File: src/rtl/password_cracker_main.sv
// Dictionary-attack engine: SHA-256 hashes each newline-terminated password from the
// preloaded byte memory and stops at the first digest equal to `hash` or at the 0x05 end marker.
module password_cracker_main #(
  parameter int unsigned MEM_DEPTH  = 256,
  parameter int unsigned MAX_PW_LEN = 55
) (
  input  logic         clk,
  input  logic         reset,
  input  logic         init,
  input  logic [255:0] hash,
  output logic [31:0]  password_count,
  output logic         cracked,
  output logic         done
);

  localparam int unsigned AW = $clog2(MEM_DEPTH);
  localparam int unsigned PW = AW + 1;
  localparam logic [7:0] END_OF_LIST = 8'h05;
  localparam logic [7:0] END_OF_PW   = 8'h0A;

  localparam logic [0:63][31:0] K = {
    32'h428a2f98, 32'h71374491, 32'hb5c0fbcf, 32'he9b5dba5, 32'h3956c25b, 32'h59f111f1, 32'h923f82a4, 32'hab1c5ed5,
    32'hd807aa98, 32'h12835b01, 32'h243185be, 32'h550c7dc3, 32'h72be5d74, 32'h80deb1fe, 32'h9bdc06a7, 32'hc19bf174,
    32'he49b69c1, 32'hefbe4786, 32'h0fc19dc6, 32'h240ca1cc, 32'h2de92c6f, 32'h4a7484aa, 32'h5cb0a9dc, 32'h76f988da,
    32'h983e5152, 32'ha831c66d, 32'hb00327c8, 32'hbf597fc7, 32'hc6e00bf3, 32'hd5a79147, 32'h06ca6351, 32'h14292967,
    32'h27b70a85, 32'h2e1b2138, 32'h4d2c6dfc, 32'h53380d13, 32'h650a7354, 32'h766a0abb, 32'h81c2c92e, 32'h92722c85,
    32'ha2bfe8a1, 32'ha81a664b, 32'hc24b8b70, 32'hc76c51a3, 32'hd192e819, 32'hd6990624, 32'hf40e3585, 32'h106aa070,
    32'h19a4c116, 32'h1e376c08, 32'h2748774c, 32'h34b0bcb5, 32'h391c0cb3, 32'h4ed8aa4a, 32'h5b9cca4f, 32'h682e6ff3,
    32'h748f82ee, 32'h78a5636f, 32'h84c87814, 32'h8cc70208, 32'h90befffa, 32'ha4506ceb, 32'hbef9a3f7, 32'hc67178f2
  };

  localparam logic [0:7][31:0] IV = {
    32'h6a09e667, 32'hbb67ae85, 32'h3c6ef372, 32'ha54ff53a,
    32'h510e527f, 32'h9b05688c, 32'h1f83d9ab, 32'h5be0cd19
  };

  typedef enum logic [2:0] {
    IDLE, LOAD, PAD, HASH, FINAL, COMPARE, DONE
  } state_t;

  // Word list, preloaded from outside; never written by this block.
  logic [7:0] byte_addressable_memory [0:MEM_DEPTH-1];

  state_t           state;
  logic             init_q;
  logic [PW-1:0]    ptr;
  logic [5:0]       len;
  logic [5:0]       round;
  logic [511:0]     msg;
  logic [0:7][31:0] wv;
  logic [0:7][31:0] digest;

  logic             init_rise;
  logic [7:0]       cur_byte;
  logic [31:0]      t1, t2, w_new;

  function automatic logic [31:0] rotr(input logic [31:0] x, input int unsigned n);
    return (x >> n) | (x << (32 - n));
  endfunction

  assign init_rise = init & ~init_q;

  // Reads past the end of memory behave as an end-of-list marker.
  always_comb begin
    cur_byte = END_OF_LIST;
    if (ptr < PW'(MEM_DEPTH)) cur_byte = byte_addressable_memory[ptr[AW-1:0]];
  end

  // One compression round; msg[511:480] is always W[t] of the sliding schedule window.
  always_comb begin
    t1 = wv[7]
       + (rotr(wv[4], 6) ^ rotr(wv[4], 11) ^ rotr(wv[4], 25))
       + ((wv[4] & wv[5]) ^ (~wv[4] & wv[6]))
       + K[round]
       + msg[511:480];
    t2 = (rotr(wv[0], 2) ^ rotr(wv[0], 13) ^ rotr(wv[0], 22))
       + ((wv[0] & wv[1]) ^ (wv[0] & wv[2]) ^ (wv[1] & wv[2]));
    w_new = (rotr(msg[63:32], 17) ^ rotr(msg[63:32], 19) ^ (msg[63:32] >> 10))
          + msg[223:192]
          + (rotr(msg[479:448], 7) ^ rotr(msg[479:448], 18) ^ (msg[479:448] >> 3))
          + msg[511:480];
  end

  always_ff @(posedge clk or negedge reset) begin
    if (!reset) begin
      state          <= IDLE;
      init_q         <= 1'b0;
      ptr            <= '0;
      len            <= '0;
      round          <= '0;
      msg            <= '0;
      wv             <= '0;
      digest         <= '0;
      password_count <= '0;
      cracked        <= 1'b0;
      done           <= 1'b0;
    end else begin
      init_q <= init;
      case (state)
        IDLE, DONE: begin
          if (init_rise) begin
            password_count <= '0;
            cracked        <= 1'b0;
            done           <= 1'b0;
            ptr            <= '0;
            len            <= '0;
            msg            <= '0;
            state          <= LOAD;
          end
        end
        LOAD: begin
          ptr <= ptr + PW'(1);
          if (cur_byte == END_OF_LIST) begin
            done  <= 1'b1;
            state <= DONE;
          end else if (cur_byte == END_OF_PW) begin
            state <= PAD;
          end else if (len < 6'(MAX_PW_LEN)) begin
            msg[{~len, 3'b111} -: 8] <= cur_byte;
            len                      <= len + 6'd1;
          end
        end
        PAD: begin
          msg[{~len, 3'b111} -: 8] <= 8'h80;
          msg[63:0]                <= 64'({len, 3'b000});
          wv                       <= IV;
          round                    <= '0;
          state                    <= HASH;
        end
        HASH: begin
          wv    <= {t1 + t2, wv[0], wv[1], wv[2], wv[3] + t1, wv[4], wv[5], wv[6]};
          msg   <= {msg[479:0], w_new};
          round <= round + 6'd1;
          if (round == 6'd63) state <= FINAL;
        end
        FINAL: begin
          for (int i = 0; i < 8; i++) digest[i] <= IV[i] + wv[i];
          password_count <= password_count + 32'd1;
          state          <= COMPARE;
        end
        COMPARE: begin
          if (digest == hash) begin
            cracked <= 1'b1;
            done    <= 1'b1;
            state   <= DONE;
          end else begin
            len   <= '0;
            msg   <= '0;
            state <= LOAD;
          end
        end
        default: state <= IDLE;
      endcase
    end
  end

endmodule

File: config.mk
export PLATFORM = sky130hd
export DESIGN_NAME = password_cracker_main
export DESIGN_NICKNAME = d
export VERILOG_FILES = /design/src/rtl/password_cracker_main.sv
export SDC_FILE = /design/constraint.sdc
export NUM_CORES = 2
export LEC_CHECK = 0
export CAP_MARGIN = 25
export CORE_MARGIN = 2
export CORE_UTILIZATION = 35
export DETAILED_ROUTE_END_ITERATION = 8
export DONT_BUFFER_PORTS = 1
export PLACE_DENSITY = 0.47
export SYNTH_ARGS = -nofsm -noshare
export SYNTH_HDL_FRONTEND = slang
export SYNTH_SLANG_ARGS = --single-unit
File: constraint.sdc
create_clock -name clk -period 23.2 [get_ports clk]
set_input_delay 4.64 -clock clk [delete_from_list [all_inputs] [get_ports clk]]
set_output_delay 4.64 -clock clk [all_outputs]
set_load 0.1 [all_outputs]
## After elaboration in Yosys (flattened, before gate mapping)

Memory sizes are Yosys's and may differ from the RTL's.
Index checks and enable logic that the tools add are counted.

- Shifts and indexed selects: 3
- $lt $le $gt $ge: 3
- Bitwise logic cells: 31
- Eq/ne operators: 19
- Reductions and logical operators: 15
- $add $sub $neg: 23
- Multiplexer cells: 34

Operators with widths:

| operator | count |
|---|---|
| 2-to-1 mux 512 bit | 5 |
| case mux 512 bit (5 select lines) | 1 |
| bitwise mux 512 bit | 2 |
| variable shift 8 x 11 -> 519 bit (first input constant) | 1 |
| variable part select 8 x 11 -> 519 bit | 1 |
| variable part select 8 x 11 -> 519 bit (first input constant) | 1 |
| case mux 256 bit (2 select lines) | 1 |
| adder 32 bit | 10 |
| bitwise XOR 32 bit | 9 |
| == test 256 bit | 1 |
| AND 32 bit | 5 |
| adder 31 x 32 -> 32 bit (first input constant) | 3 |
| adder 32 bit (first input constant) | 3 |
| 2-to-1 mux 32 bit | 3 |
| case mux 32 bit (2 select lines) | 1 |
| adder 29 x 32 -> 32 bit (first input constant) | 1 |
| adder 30 x 32 -> 32 bit (first input constant) | 1 |
| adder 32 x 1 -> 32 bit (second input constant) | 1 |
| NOT 32 bit | 1 |
| OR 10 x 32 -> 32 bit | 1 |
| OR 13 x 32 -> 32 bit | 1 |
| OR 14 x 32 -> 32 bit | 1 |
| OR 15 x 32 -> 32 bit | 1 |
| OR 19 x 32 -> 32 bit | 1 |
| other kinds (45) | 72 |

- Bits in read-only memories: 2048
- Output and inout bits: 34
- Memories kept: 1
- Register bits after elaboration: 1083
- Input port bits: 259
- Word-level logic and storage cells: 154

Memories:

| memory | depth | bits a word | rd ports | clocked after Yosys merged registers in | write ports | RTL line | text |
|---|---|---|---|---|---|---|---|
| (name not given) | 64 | 32 | 1 | 0 | 0 | 74 | `+ K[round]` |

## Depth between registers and ports, before layout

- Depth after elaboration: 9
- Mapped depth: 37
- Mapped depth without buffers: 35

## Worst setup path after synthesis

Ideal clock, no wire load.

- Path type: reg2reg
- From: reg round[2]
- To: reg wv[125] (netlist bit)
- Path slack: 15.535 ns
- Clock period less this slack: 7.665 ns
- Required time: 23.078 ns
- Stages on the path, launching flop included: 35
- Setup time: 0.122 ns
- Data arrival time: 7.543 ns
- Buffers on the path: 3
- Cell sequence: dfrtp_1 clkbuf_1 inv_1 clkbuf_1 clkbuf_1 ha_1 nor2b_1 a21oi_1 a21boi_0 o21ai_0 o21ai_0 fa_1 inv_1 ha_1 a21o_1 a21o_1 a211o_1 a211o_1 a31oi_2 nor2b_1 nor2_1 o21bai_1 a21oi_1 xnor2_1 ha_1 and3_4 a221oi_2 nor2b_1 or3b_1 a31oi_4 nor4_2 o31a_1 o21a_1 or3_1 a32o_1

- Longest elaborated chain between the ends: 8

RTL lines:

| element | RTL line | text |
|---|---|---|
| from (decl) | 48 | `logic [5:0] round;` |
| from (signal assigned) | 133 | `round <= round + 6'd1;` |
| NOT 6 -> 7 bit (not written as such) | 74 |  |
| memory read (64 x 32 bit) | - |  |
| 2-to-1 mux 32 bit (not written as such) (2 in a row) | 74 |  |
| adder 32 bit | 74 |  |
| adder 32 bit | 75 | `+ msg[511:480];` |
| adder 32 bit | 131 | `wv <= {t1 + t2, wv[0], wv[1], wv[2], wv[3] + t1, wv[4], wv[5], wv[6]};` |
| case mux 256 bit (2 select lines) | 99 | `case (state)` |
| to (signal assigned) | 131 |  |
| to (decl) | 50 | `logic [0:7][31:0] wv;` |

Every way passes these cells. The select of a mux whose other input is x is not followed.
A chain may end at the register's enable or synchronous reset.

## Worst setup path in the final report

- From: in hash[217]
- To: reg msg[290]

- Longest elaborated chain between the ends: 3

RTL lines:

| element | RTL line | text |
|---|---|---|
| from (decl) | 10 | `input logic [255:0] hash,` |
| == test 256 bit | 142 | `if (digest == hash) begin` |
| inequality test 2 bit (no line) | - |  |
| AND reduction 6 bit (no line) | - |  |
| to (signal, indexed assignment) | 119 | `msg[{~len, 3'b111} -: 8] <= cur_byte;` |
| to (signal assigned) | 132 | `msg <= {msg[479:0], w_new};` |
| to (decl) | 49 | `logic [511:0] msg;` |

Every way passes these cells.

==> metrics.cfg <==
[floorplan]
start_util = 0.351
row_count = 162
die_x_um = 446
die-area_um2 = 199000
die_h_um = 446
ioPinCount = 293
core_area_um2 = 195000

[worst_setup_path]
critical_path_class = primary input to register
r2r_start = round[0]
cp-start-kind = primary input
rr_worst_depth = 35
cp_data_arrival_time_ns = 9.87
critical_path.startpoint = hash[217]
cp_max_fo = 88
r2r_end = wv[255]
regToRegSetupSlack_ns = 14.09
critPathRequiredTime_ns = 23.82
cp-end-kind = register

[clock_network]
cts_buffer_depth = 3
clk_pin_slew_ns = 0.06
cts.repair.resized = 0
cts.sink_count = 1074
cts_tree = built
clock-root-buffer = clkbuf_16
cts_setup_buffers = 0
cts_made_buffers = 133
cts_max_level = 4
clock_latency_ns = 0.80
hold_buffers = 0

[global_routing]
antenna_found_initial = 15
grt_pass1_vias = 54500
grt_usage = 0.280
grt_max_degree = 264
grt_overflow_total = 0
grt_pass1_wl_mm = 405

[layout]
fill_cells = 19800
multi_input_area_um2 = 37500
area_delta_synth_final_pct = 9.53
fin_nets = 8006
fin_util = 0.385
post_route_cells_drive_above_1_share = 0.0571
final-seq-area_um2 = 26900

[logic_synthesis]
ys_types = 103
ys_ff_latch = 1074
synthCells = 7713
synth_ff_type = dfrtp_1
synth_area_um2 = 68400
synth_edf_count = 0
async_flop_share = 1.00
syn_nets = 8325
yosysWarnings = 0
avgSynthCellArea_um2 = 8.87
ys_seq_area_frac = 0.393

[route]
wl_mm = 283
drt_iter0_drc = 6171
firstDrtPassIters = 6
via_per_inst = 5.64
routedWlPerCell_um = 28.2
num_vias = 56700
final_antenna_net_count = 0
drc = 0

[power]
seqPwrFrac = 0.459
leakagePower_nw = 32.5
power_frac_comb = 0.019
ir_worst_vdd_mv = 0.0659
switchingPower_mw = 0.942
p_int_mw = 3.14
clockPowerShare = 0.522
p_per_area_nw_per_um2 = 54.5
switching_share = 0.231

[timing]
setup_tns_ns = 0
finalHoldViolations = 0
clock_skew_ns = 0.0460
period_share = 0.399
fin_crit_ns = 9.25
max_slew_margin = -0.00970
fmax_ghz = 0.108
maxSlewViolCount = 44
grt_setup_unrepaired = false
finalSetupViolCount = 0
worst_slew_pin_slew_ns = 1.51

[status]
violations = max-slew violations
status = finished with violations

[min_path]
holdPathEnd = digest[117]
hold_depth = 2
hold_start = digest[117]
hp-class = register to register

[placement]
place_congestion = 0.929
numPortBuffers = 0
place_hpwl_mm = 211

[flow_run]
maxCapViolations = 0

-- cells in the mapped netlist, types with 24 or more instances --
library cell,count,share of area
o211ai_1,36,0.0040
a22o_1,336,0.043
a211oi_1,33,0.0036
o21ai_2,51,0.0065
and2_1,29,0.0027
nand4_1,58,0.0053
nor2b_1,47,0.0043
and3_1,36,0.0033
nand2b_1,36,0.0033
mux2i_1,25,0.0037
fa_1,187,0.055
a22oi_1,81,0.0089
nor4_1,45,0.0041
clkbuf_1,430,0.024
nor3_1,54,0.0040
inv_1,517,0.028
o31ai_1,207,0.023
buf_2,52,0.0038
nor2_1,376,0.021
o21a_1,24,0.0026
o21ai_0,808,0.059
ha_1,166,0.030
o22ai_1,32,0.0029
o21ai_1,117,0.0086
xnor2_1,543,0.070
a21oi_1,296,0.022
a21o_1,76,0.0083
dfrtp_1,1074,0.39
xor2_1,243,0.031
a31oi_1,94,0.0086
a2bb2oi_1,36,0.0046
buf_1,54,0.0030
nand3_1,167,0.012
nand2_1,1090,0.060
-- final cells by class --
class,count,area share
multi-input combinational,5570,0.500
sequential,1074,0.359
clock buffer,197,0.0527
tap,2542,0.0425
inverter,525,0.0263
timing repair buffer,90,0.0129
clock inverter,40,0.00605
antenna,9,0.000301
-- power groups by stage --
stage / logic (mW) / clock network [mW] / registers [mW]
finish: 0.0769 / 2.13 / 1.87
global route: 0.0843 / 2.25 / 1.87
CTS: 0.0763 / 2.18 / 1.87
detailed placement: 0.0761 / 0 / 1.91
global placement: 0.0763 / 0 / 1.91
floorplan: 0.0198 / 0 / 1.91
-- routing by layer --
metal / wire (um) / track usage
met1: 121000 / 0.375
met2: 128000 / 0.438
met3: 17200 / 0.0433
met4: 16200 / 0.145
met5: 13 / 0
-- sequential cells by signal (all words and copies together) (netlist names) --
register,flops
wv,256
msg,512
cracked,1
password_count,32
done,1
round,6
state,3
init_q,1
digest,256
len,6
-- critical path, stage by stage --
cell and delay (ns):
xnor2_1 0.37, nand4_1 0.63, nor4_1 0.46, nand4_1 0.14
nor3_1 0.59, nand4_1 0.61, and3_1 0.47, o21ai_4 0.16
buf_4 0.69, buf_4 0.82, o31ai_1 0.17
-- placed cells by master, fill, tap and decap left out, types with 45 or more instances in the layout --
cell type,Yosys,layout
o21ai_1,117,116
a21o_1,76,76
inv_1,517,516
xnor2_1,543,543
nor3_1,54,53
xor2_1,243,243
a22oi_1,81,81
nor2_1,376,375
dfrtp_1,1074,1067
nand2_1,1090,1086
clkbuf_16,0,135
o31ai_1,207,207
buf_4,2,69
nand4_1,58,58
o21ai_2,51,51
a21oi_1,296,296
a22o_1,336,336
nor4_1,45,45
nand3_1,167,167
o21ai_0,808,808
ha_1,166,166
nor2b_1,47,46
fa_1,187,187
a31oi_1,94,94
-- per-stage QoR --
step / setup WS, ns / power, mW / instances / hold slack [ns] / cell area, um2
after detailed placement: 13.06 / 1.98 / 9792 / 0.476 / 70300
after floorplan: 15.54 / 1.93 / 7713 / 0.449 / 68400
after global routing: 13.58 / 4.21 / 10000 / 0.505 / 74900
final: 13.95 / 4.08 / 10000 / 0.478 / 74900
after CTS: 13.91 / 4.13 / 10000 / 0.488 / 74700
after global placement: 12.96 / 1.98 / 9784 / 0.465 / 70300
-- worst max-delay path by stage --
| stage | slack [ns] | depth (start not counted) | to |
|---|---|---|---|
| 6_report | 13.95 | 11 | msg[290] |
| 3_5_place_dp | 13.06 | 12 | msg[199] |
| 3_3_place_gp | 12.96 | 12 | msg[199] |
| 2_1_floorplan | 15.54 | 34 | wv[125] |
| 4_1_cts | 13.91 | 12 | msg[199] |
| 5_1_grt | 13.58 | 35 | wv[255] |
-- cell families after synthesis --
group                    after synthesis  synth area share
buffers and inverters               1069            0.0603
flip-flops                          1074             0.393
AO/OA/AOI/OAI                       2382             0.226
multiplexers                          43           0.00745
AND/OR/NAND/NOR                     2002             0.127
XOR/XNOR                             786             0.101
adder cells (fa/ha/maj)              357            0.0857
Note: power is estimated with default switching activity, not from simulation.
